$ cat config.mk
export PLATFORM = sky130hd
export DESIGN_NAME = frame_writer
export DESIGN_NICKNAME = d
export VERILOG_FILES = /design/src/rtl/frame_writer.sv
export SDC_FILE = /design/constraint.sdc
export NUM_CORES = 1
export LEC_CHECK = 0
export ABC_CLOCK_PERIOD_IN_PS = 3600
export BUFFER_PORTS_ARGS = -buffer_cell sky130_fd_sc_hd__buf_4
export CORE_MARGIN = 2
export CORE_UTILIZATION = 53
export CTS_CLUSTER_SIZE = 40
export DETAILED_ROUTE_END_ITERATION = 16
export MAX_ROUTING_LAYER = met4
export PLACE_DENSITY = 0.9
export SLEW_MARGIN = 20
export SYNTH_ARGS = -nofsm -noshare
export SYNTH_HDL_FRONTEND = slang
export SYNTH_SLANG_ARGS = --single-unit
export TNS_END_PERCENT = 1
$ cat constraint.sdc
create_clock -name clock -period 3.6 [get_ports clock]
set_input_delay 0.54 -clock clock [delete_from_list [all_inputs] [get_ports clock]]
set_output_delay 0.54 -clock clock [all_outputs]
set_load 0.01 [all_outputs]
$ cat src/rtl/frame_writer.sv
// Packs a raster stream of 8-bit palette indices into 128-bit words and writes
// them, one SDRAM request per word, into whichever frame buffer is not on screen.
module frame_writer #(
  parameter logic [21:0] Address1 = 22'h100000,
  parameter logic [21:0] Address2 = 22'h200000,
  parameter int          H_WORDS  = 40,
  parameter int          V_LINES  = 480
) (
  input  logic         clock,
  input  logic         reset,
  input  logic         frame_start,
  input  logic         frame_flip,
  input  logic         pix_valid,
  input  logic [7:0]   pix_data,
  output logic         pix_ready,
  input  logic         sdram_Wait,
  input  logic         sdram_ac,
  output logic         sdram_wr,
  output logic [21:0]  sdram_addr,
  output logic [127:0] sdram_wdata,
  output logic         busy,
  output logic         done,
  output logic [1:0]   state_dbg
);

  typedef enum logic [1:0] {
    IDLE  = 2'd0,
    FILL  = 2'd1,
    WRITE = 2'd2,
    DONE  = 2'd3
  } state_t;

  localparam logic [9:0] X_LAST = 10'((H_WORDS - 1) * 16);
  localparam logic [9:0] Y_LAST = 10'(V_LINES - 1);

  state_t      state, state_next;
  logic [21:0] base;
  logic [9:0]  write_x;
  logic [9:0]  write_y;
  logic [3:0]  sub;
  logic [21:0] offset;
  logic        pix_take, word_ack, line_end, frame_end, start_take;

  // Handshakes: a pixel moves on a rising edge with pix_valid && pix_ready;
  // a word is committed on a rising edge with sdram_ac while in WRITE, and
  // sdram_wr/addr/wdata stay put until then (sdram_wr masked by sdram_Wait).
  assign pix_take   = (state == FILL) && pix_valid;
  assign word_ack   = (state == WRITE) && sdram_ac;
  assign start_take = ((state == IDLE) || (state == DONE)) && frame_start;
  assign line_end   = (write_x == X_LAST);
  assign frame_end  = line_end && (write_y == Y_LAST);

  assign offset     = 22'(32'(write_y) * 32'(H_WORDS)) + 22'(write_x[9:4]);
  assign sdram_addr = base + offset;

  always_ff @(posedge clock) begin
    if (reset) begin
      state <= IDLE;
    end else begin
      state <= state_next;
    end
  end

  always_comb begin
    state_next = state;
    pix_ready  = 1'b0;
    busy       = 1'b0;
    done       = 1'b0;
    sdram_wr   = 1'b0;
    state_dbg  = state;
    case (state)
      IDLE: begin
        if (frame_start) state_next = FILL;
      end
      FILL: begin
        pix_ready = 1'b1;
        busy      = 1'b1;
        if (pix_valid && (sub == 4'd15)) state_next = WRITE;
      end
      WRITE: begin
        busy     = 1'b1;
        sdram_wr = ~sdram_Wait;
        if (sdram_ac) state_next = frame_end ? DONE : FILL;
      end
      DONE: begin
        done = 1'b1;
        if (frame_start) state_next = FILL;
      end
      default: state_next = IDLE;
    endcase
  end

  // Position counters track the word being filled/written; the address is
  // derived from them so it cannot drift while a request is pending.
  always_ff @(posedge clock) begin
    if (reset) begin
      base        <= Address1;
      write_x     <= '0;
      write_y     <= '0;
      sub         <= '0;
      sdram_wdata <= '0;
    end else if (start_take) begin
      base    <= frame_flip ? Address2 : Address1;
      write_x <= '0;
      write_y <= '0;
      sub     <= '0;
    end else if (pix_take) begin
      sdram_wdata[{sub, 3'b000} +: 8] <= pix_data;
      sub <= sub + 4'd1;
    end else if (word_ack) begin
      if (line_end) begin
        write_x <= '0;
        write_y <= write_y + 10'd1;
      end else begin
        write_x <= write_x + 10'd16;
      end
    end
  end

endmodule

[Word level (Yosys, flattened, before mapping)]
Index checks and enable logic that the tools add are counted.
Word-level totals
  bits in writable memories: 0
  bits in read-only memories: 0
  output and inout bits: 156
  input bits: 15
  word-level logic and storage cells: 53
  bits in latches: 0
  bits in registers: 176
  memories kept: 0
Operators by class
  reductions and logical operators: 14
  multiply operators: 1
  equality and inequality tests: 9
  order comparisons: 0
  multiplexer cells: 12
  div/mod/pow operators: 0
  shift operators: 2
  add/sub/neg operators: 6
  bitwise gates (word level): 3
Operator list (count)
  $bwmux W128: 1
  $shift A8 B9 Y128 const A: 1
  $shiftx A8 B9 Y128: 1
  $add A22 B17 Y22: 1
  $mux W22: 1
  $add A16 B6 Y17: 1
  $mul A10 B3 Y13 const B: 1
  $add A10 B1 Y10 const B: 1
  $add A10 B5 Y10 const B: 1
  $eq A10 B10 Y1 const B: 1
  $eq A10 B9 Y1 const B: 1
  $mux W10: 1
  $neg A7 Y9: 1
  $mux W2: 4
  $pmux W2 S3: 1
  $reduce_and A3 Y1: 2
  $reduce_or A2 Y1: 3
  $logic_and A1 B1 Y1: 5
  $add A4 B1 Y4 const B: 1
  $eq A2 B2 Y1 const B: 2
  $eq A4 B4 Y1 const B: 1
  $mux W1: 4
  $ne A2 B1 Y1 const B: 2
  $reduce_and A2 Y1: 2
  5 further kinds: 7

[Logic depth before layout (Yosys ltp)]
Gate-level depths: netlist of the first run.
  word-level depth: 5
  depth in mapped cells: 9
  gate-level depth less buffers: 9

[Least setup slack after synthesis of the first run]
OpenSTA, ideal clock, no wires.
  path kind: register to output
  start point: register write_y[3]
  end point: output port sdram_addr[15]
  required time: 3.060 ns
  arrival time: 2.775 ns
  path buffers: 0
  stages on the path, launching flop included: 10
  slack: 0.285 ns
  path through: dfxtp_1 ha_1 ha_1 fa_1 a21o_1 a311o_1 a21oi_1 xor2_1 nand4bb_1 o41ai_1
Between the ends
  word-level cells in the longest chain between the ends: 3
Ends and longest elaborated chain
  from (decl): line 39  | logic [9:0] write_y;
  from (signal assigned): line 113  | write_y <= write_y + 10'd1;
  $mul A10 B3 Y13: line 53  | assign offset = 22'(32'(write_y) * 32'(H_WORDS)) + 22'(write_x[9:4]);
  $add A16 B6 Y17: line 53
  $add A22 B17 Y22: line 54  | assign sdram_addr = base + offset;
  to (decl): line 19  | output logic [21:0] sdram_addr,
No other way between the ends.

[Worst setup path in the final report of the first run]
  start point: register write_y[3]
  end point: output port sdram_addr[14]
Same word-level chain as after synthesis.

==> impl_results.md, run 1 <==
- Outcome: finished clean
- Worst path required time: between 3 and 4 ns
- Dpl cells: 1027
- Vias after detailed routing: 5654
- Initial core utilization: 0.544
- Die area: between 10000 and 15000 um^2
- Initial antenna violation count: 0
- Syn. warnings: 0
- Clk root buf: clkbuf_16
- CP Cell Sequence: buf_4 -> ha_4 -> ha_4 -> and3_1 -> a2111oi_4 -> xnor2_1 -> nand4_1 -> a211oi_2 -> xnor2_1 -> buf_4
- Final Max Tran Viols: 0
- Remaining DRCs: 0
- Register area share after synthesis: 0.442
- Clk sinks: 152
- FF+latch count, synth: 152
- CP Capture Type: output pin
- # fillers: 930
- Number of global-route vias before repair: 5445
- CTS tree: built
- Worst VDD drop: 0.310 mV
- Largest net degree at the start of global routing: 58
- H-Tree Depth: 4
- Total GRT Usage: 0.251
- Mapped Cells: 720
- Worst endpoint data arrival time: roughly 3.0 ns
- Buffers on Ports: 166
- Area of the core: 12700 um^2
- Crit Path Class: reg -> out
- Final number of setup-violating endpoints: 0
- Nets@finish: 924
- Num CTS Buffers: 17
- Fraction of layout instances using a drive strength above 1: 0.287
- Relative slew slack: 0.437
- EDFF count, synth: 0
- DR pass1 iterations: 5
- Worst-skew pair later-pin latency: 0.42 ns
- Rows: 41
- ANT nets after route: 0
- Synth Flop Type: dfxtp_1
- Congestion Overflow GR: 0
- Post-synth cell types: 51
- Area of the multi-input gates: 3750 um^2
- Num ports: roughly 170
- Crit share post-route: 0.984
- Fmax achieved: 282 MHz
- Crit Path Max Fanout: 5
- Endpoints failing hold: 0
- Mean Syn Cell Area: 9.57 um^2
- Hold-fix buffers, CTS: 0
- Most common cell after layout, fill and taps aside: buf_4
- Async S/R FF share, synth: 0
- P&R area growth vs syn: 31.3%
- Worst-case clock skew: around 0.0085 ns
- Clock Path Buffers: 2
- Pwr Density: 460 nW/um^2
- Drt via density: 5.32
- WHS: 0.393 ns
- Register area: ~3100 um^2
- Worst-Margin Slew: ~0.84 ns
- Post-DP HPWL: 11800 um
- Nature of the critical path startpoint: register
- Post-Syn Area: slightly below 7000 um^2
- First-pass GRT wire length: 27100 um
- Final min period: roughly 3.5 ns
- Slowest CP cell: a2111oi_4
- Ant. Diodes: 0
- GPL Wtd Cong: approximately 0.81
- Worst min path class: in -> reg
- Worst path max stage delay: 0.47 ns
- Die W: 118 um
- R2r setup slk: 0.47 ns
- Wire per inst: 16.5 um
- Most frequent cells in the layout: buf_4 (179), nor2_1 (149), dfxtp_1 (145), mux2i_1 (122), nand2_1 (26)
- Max_cap viols: 0
- Iteration-0 DRC Markers: 274
- Clock transition at path regs: 0.06 ns
- Pleak: 0.00448 uW
- Post-Layout Cell Count: 1063
- Die height: 118 um
- Routed wire length: around 18000 um
-- worst max-delay path, delay by kind of cell, from the launching register on --
kind / cells / cell delay (ns)
AND/OR/NAND/NOR: 2 / 0.41
buffers and inverters: 2 / 0.30
XOR/XNOR: 2 / 0.35
adder cells (fa/ha/maj): 2 / 0.49
flip-flops: 1 / 0.34
AO/OA/AOI/OAI: 2 / 0.69
-- report_power, final --
| part | switching, uW | total [uW] | internal [uW] |
|---|---|---|---|
| clock network | 731 | 1920 | 1190 |
| registers | 30.9 | 1740 | 1710 |
| logic | 317 | 495 | 178 |
-- area by class of cell --
class / instances / area share
Multi-Input combinational cell: 515 / 0.414
Sequential cell: 152 / 0.338
Timing Repair Buffer: 179 / 0.149
Clock buffer: 19 / 0.0490
Tap cell: 172 / 0.0238
Clock inverter: 13 / 0.0213
Inverter: 13 / 0.00539
-- Yosys cell counts (2+ instances only) --
cell type | instances | area, um^2
o21a_1 | 2 | 15.0
nor3b_2 | 2 | 25.0
buf_2 | 4 | 20.0
buf_4 | 10 | 75.1
mux2_2 | 2 | 22.5
nand2b_1 | 5 | 31.3
xor2_1 | 11 | 96.3
nor2b_1 | 18 | 113
or3_2 | 2 | 15.0
ha_1 | 29 | 363
nand2_2 | 2 | 12.5
a21oi_1 | 20 | 100
xnor2_1 | 17 | 149
nor3_1 | 6 | 30.0
or3_1 | 4 | 25.0
nand3_1 | 20 | 100
o22ai_1 | 2 | 12.5
dfxtp_1 | 152 | 3040
inv_1 | 13 | 48.8
and3_1 | 12 | 75.1
a21o_1 | 3 | 22.5
o21ai_0 | 12 | 60.1
mux2i_1 | 122 | 1220
and2_1 | 12 | 75.1
clkbuf_1 | 29 | 109
nand3_2 | 6 | 60.1
nand2_1 | 26 | 97.6
nand4_1 | 3 | 18.8
fa_1 | 2 | 40.0
nor2_1 | 149 | 559
a211oi_1 | 3 | 22.5
-- metrics by stage --
step	power (uW)	utilization	area [um^2]	setup TNS, ns	worst slack [ns]
after floorplan	2100	-	6900	0	0.285
after global placement	2260	0.649	8230	0	0.210
after detailed placement	2270	0.649	8230	0	0.178
after CTS	4170	0.703	8910	-0.00767	-0.00767
after global routing	4300	0.714	9050	-0.104	-0.0731
final	4160	0.714	9050	0	0.0590
-- registers in the layout, indices dropped and copies added, names as in the netlist --
signal       count
sdram_wdata    128
write_y         10
write_x          6
sub              4
base             2
state_dbg        2
-- timing repair --
action	in CTS	in global routing
pin swaps	5	9
gates resized for setup	5	20
gates cloned	0	0
buffers inserted	2	2
endpoints found under the setup margin	4	4
-- kinds of logic (layout without fill, tap and decap cells) --
| kind of cell | after synthesis | in the layout | synth area share |
|---|---|---|---|
| buffers and inverters | 56 | 224 | 0.0367 |
| and+or+nand+nor | 279 | 279 | 0.200 |
| adders and majority gates | 31 | 31 | 0.0585 |
| muxes | 124 | 124 | 0.180 |
| DFF | 152 | 152 | 0.442 |
| xor gates and xnor gates | 28 | 28 | 0.0356 |
| other | 1 | 4 | 0.000544 |
| AOI/OAI and AO/OA | 49 | 49 | 0.0470 |
-- worst paths after layout --
kind | from | depth (start not counted) | to
setup reg to reg | state_dbg[0] | 8 | sdram_wdata[45]
hold reg to reg | sdram_wdata[71] | 2 | sdram_wdata[71]
setup / recovery | write_y[3] | 10 | sdram_addr[14]
hold / removal | frame_flip | 3 | base[21]
-- metal layers --
layer,up-vias,share of wire,GRT usage
met5,-,0,-
met4,0,0.019,0.0843
met3,32,0.069,0.0756
met2,179,0.49,0.407
met1,2703,0.42,0.298
li1,2740,-,-
Power figures use the tool's default switching activity.
==> run 2: changes to the inputs <==
ABC_CLOCK_PERIOD_IN_PS = 3700   (was 3600)
clock period = 3.7 ns   (was 3.6 ns; I/O delays follow)
==> impl_results.md, run 2 (same netlist as run 1, synthesis figures left out) <==
- DR pass1 iterations: 4
- Int Power: 2850 uW
- Flop pwr share: 0.443
- Slowest CP cell: dfxtp_1
- Dpl cells: 1024
- CTS tree: built
- Nature of the critical path startpoint: register
- Sw Share: 0.260
- Pwr Density: 427 nW/um^2
- Most common cell after layout, fill and taps aside: buf_4
- Number of global-route vias before repair: 5472
- Relative slew slack: 0.484
- Iteration-0 DRC Markers: 298
- Hold-fix buffers, CTS: 0
- Num CTS Buffers: 17
- Cell class contributing the biggest share of worst-path delay: adder cells
- Initial antenna violation count: 0
- Total GRT Usage: 0.251
- Setup TNS: 0 ns
- GPL Wtd Cong: 0.812
- Worst-Margin Slew: slightly below 0.8 ns
- Post-DP HPWL: 11900 um
- Post-Layout Cell Count: 1064
- Drt via density: 5.32
- Max_cap viols: 0
- Ant. Diodes: 0
- Worst-skew pair later-pin latency: 0.42 ns
- Worst path required time: 3.14 ns
- P&R area growth vs syn: 30.6%
- Num ports: 171
- Buffers on Ports: 166
- Most frequent cells in the layout: buf_4 (179), nor2_1 (149), dfxtp_1 (146), mux2i_1 (122), nand2_1 (26)
- Worst min path class: in -> reg
- Clock transition at path regs: 0.06 ns
- Max reg flops: 128
- Final Max Tran Viols: 0
- Die height: 118 um
- Clock power share: 0.436
- # fillers: between 800 and 900
- WHS: 0.409 ns
- Wire per inst: 16.7 um
- CP Cell Sequence: ha_4 -> ha_4 -> fa_2 -> a21o_1 -> a311o_1 -> a21oi_2 -> xor2_2 -> nand4bb_4 -> buf_4 -> xnor2_2 -> buf_4
- Combinational share of power: 0.121
- Fraction of layout instances using a drive strength above 1: 0.285
- First-pass GRT wire length: 27300 um
- CP Buf/Inv Count: 2
- Crit share post-route: 0.987
- Die area: 13900 um^2
- Die W: approximately 120 um
- Rows: between 40 and 50
- Final min period: 3.65 ns
- Worst path max stage delay: 0.39 ns
- Vias after detailed routing: 5658
- Clk sinks: 152
- Largest net degree at the start of global routing: 80
- Remaining DRCs: 0
- Worst endpoint data arrival time: 3.10 ns
- Regs by FF count: sdram_wdata x128, write_y x10, write_x x6
- Congestion Overflow GR: 0
- Largest register by flop count: sdram_wdata
- Worst-case clock skew: 0.0113 ns
- Crit Path Class: reg -> out
- H-Tree Depth: 4
- Endpoints failing hold: 0
- Final core utilization: 0.710
- Crit Path Max Fanout: 3
- Final number of setup-violating endpoints: 0
- Pleak: ~0.0045 uW
- CP Capture Type: output pin
- Worst VDD drop: 0.346 mV
- Fmax achieved: around 270 MHz
- NetSw: roughly 1000 uW
- Routed wire length: 17700 um
- Area of the core: 12700 um^2
- Initial core utilization: 0.544
- Clk root buf: clkbuf_16
- Outcome: finished clean
- Nets@finish: 925
- Clock Path Buffers: 2
- ANT nets after route: 0
run 2: changes by cell type in the layout (fill, tap and decap cells not counted), moves of 2 or more:
cell,delta
inv_6,-2
bufinv_16,-2
xnor2_1,-2
clkinvlp_4,+2
clkbuf_1,+2
dfxtp_2,-2
xnor2_2,+2
run 2: power groups by stage:
stage | clock [uW] | sequential (uW) | combinational (uW)
5_1_grt | 1770 | 1710 | 510
3_5_place_dp | 0 | 1740 | 459
4_1_cts | 1710 | 1710 | 463
3_3_place_gp | 0 | 1740 | 452
6_report | 1680 | 1700 | 464
2_1_floorplan | 0 | 1740 | 299
run 2: worst paths after layout:
| kind | startpoint | end | slack [ns] | cells past startpoint |
|---|---|---|---|---|
| worst min-delay path | frame_flip | base[21] | 0.41 | 3 |
| worst min register to register | sdram_wdata[65] | sdram_wdata[65] | 0.45 | 2 |
| worst max-delay path | write_y[3] | sdram_addr[13] | 0.05 | 11 |
| worst max register to register | sub[0] | sdram_wdata[47] | 0.59 | 8 |
run 2: final cells by class:
class	count	area, um^2	area share
multi-input combinational	515	3750	0.417
clock buffer	21	450	0.0501
inverter	13	48.8	0.00542
sequential	152	3060	0.340
clock inverter	11	124	0.0138
timing repair buffer	180	1360	0.151
tap	172	215	0.0239
run 2: routing by layer:
layer | vias to the layer above | wire [um] | global-route usage
met4 | 0 | 327 | 0.0858
li1 | 2752 | - | -
met3 | 29 | 1080 | 0.0722
met2 | 186 | 8630 | 0.411
met1 | 2691 | 7680 | 0.297
met5 | - | 0 | -
run 2: per-stage QoR:
step | power (uW) | setup WS (ns) | area, um^2
after detailed placement | 2200 | 0.251 | 8200
after global placement | 2190 | 0.289 | 8200
after floorplan | 2040 | 0.370 | 6900
after global routing | 3990 | -0.0833 | 9000
after CTS | 3880 | 0.00347 | 8830
final | 3840 | 0.0494 | 9000
run 2: tightest hold or removal path: stages:
cell     delay (ns)
buf_4          0.11
nand3_1        0.05
a21oi_1        0.05
run 2: repair_timing:
item                                    CTS  global route
setup buffers                             5             3
pin swaps                                 5            11
resized for setup                         4            21
cloned                                    0             0
endpoints found under the setup margin    3             3
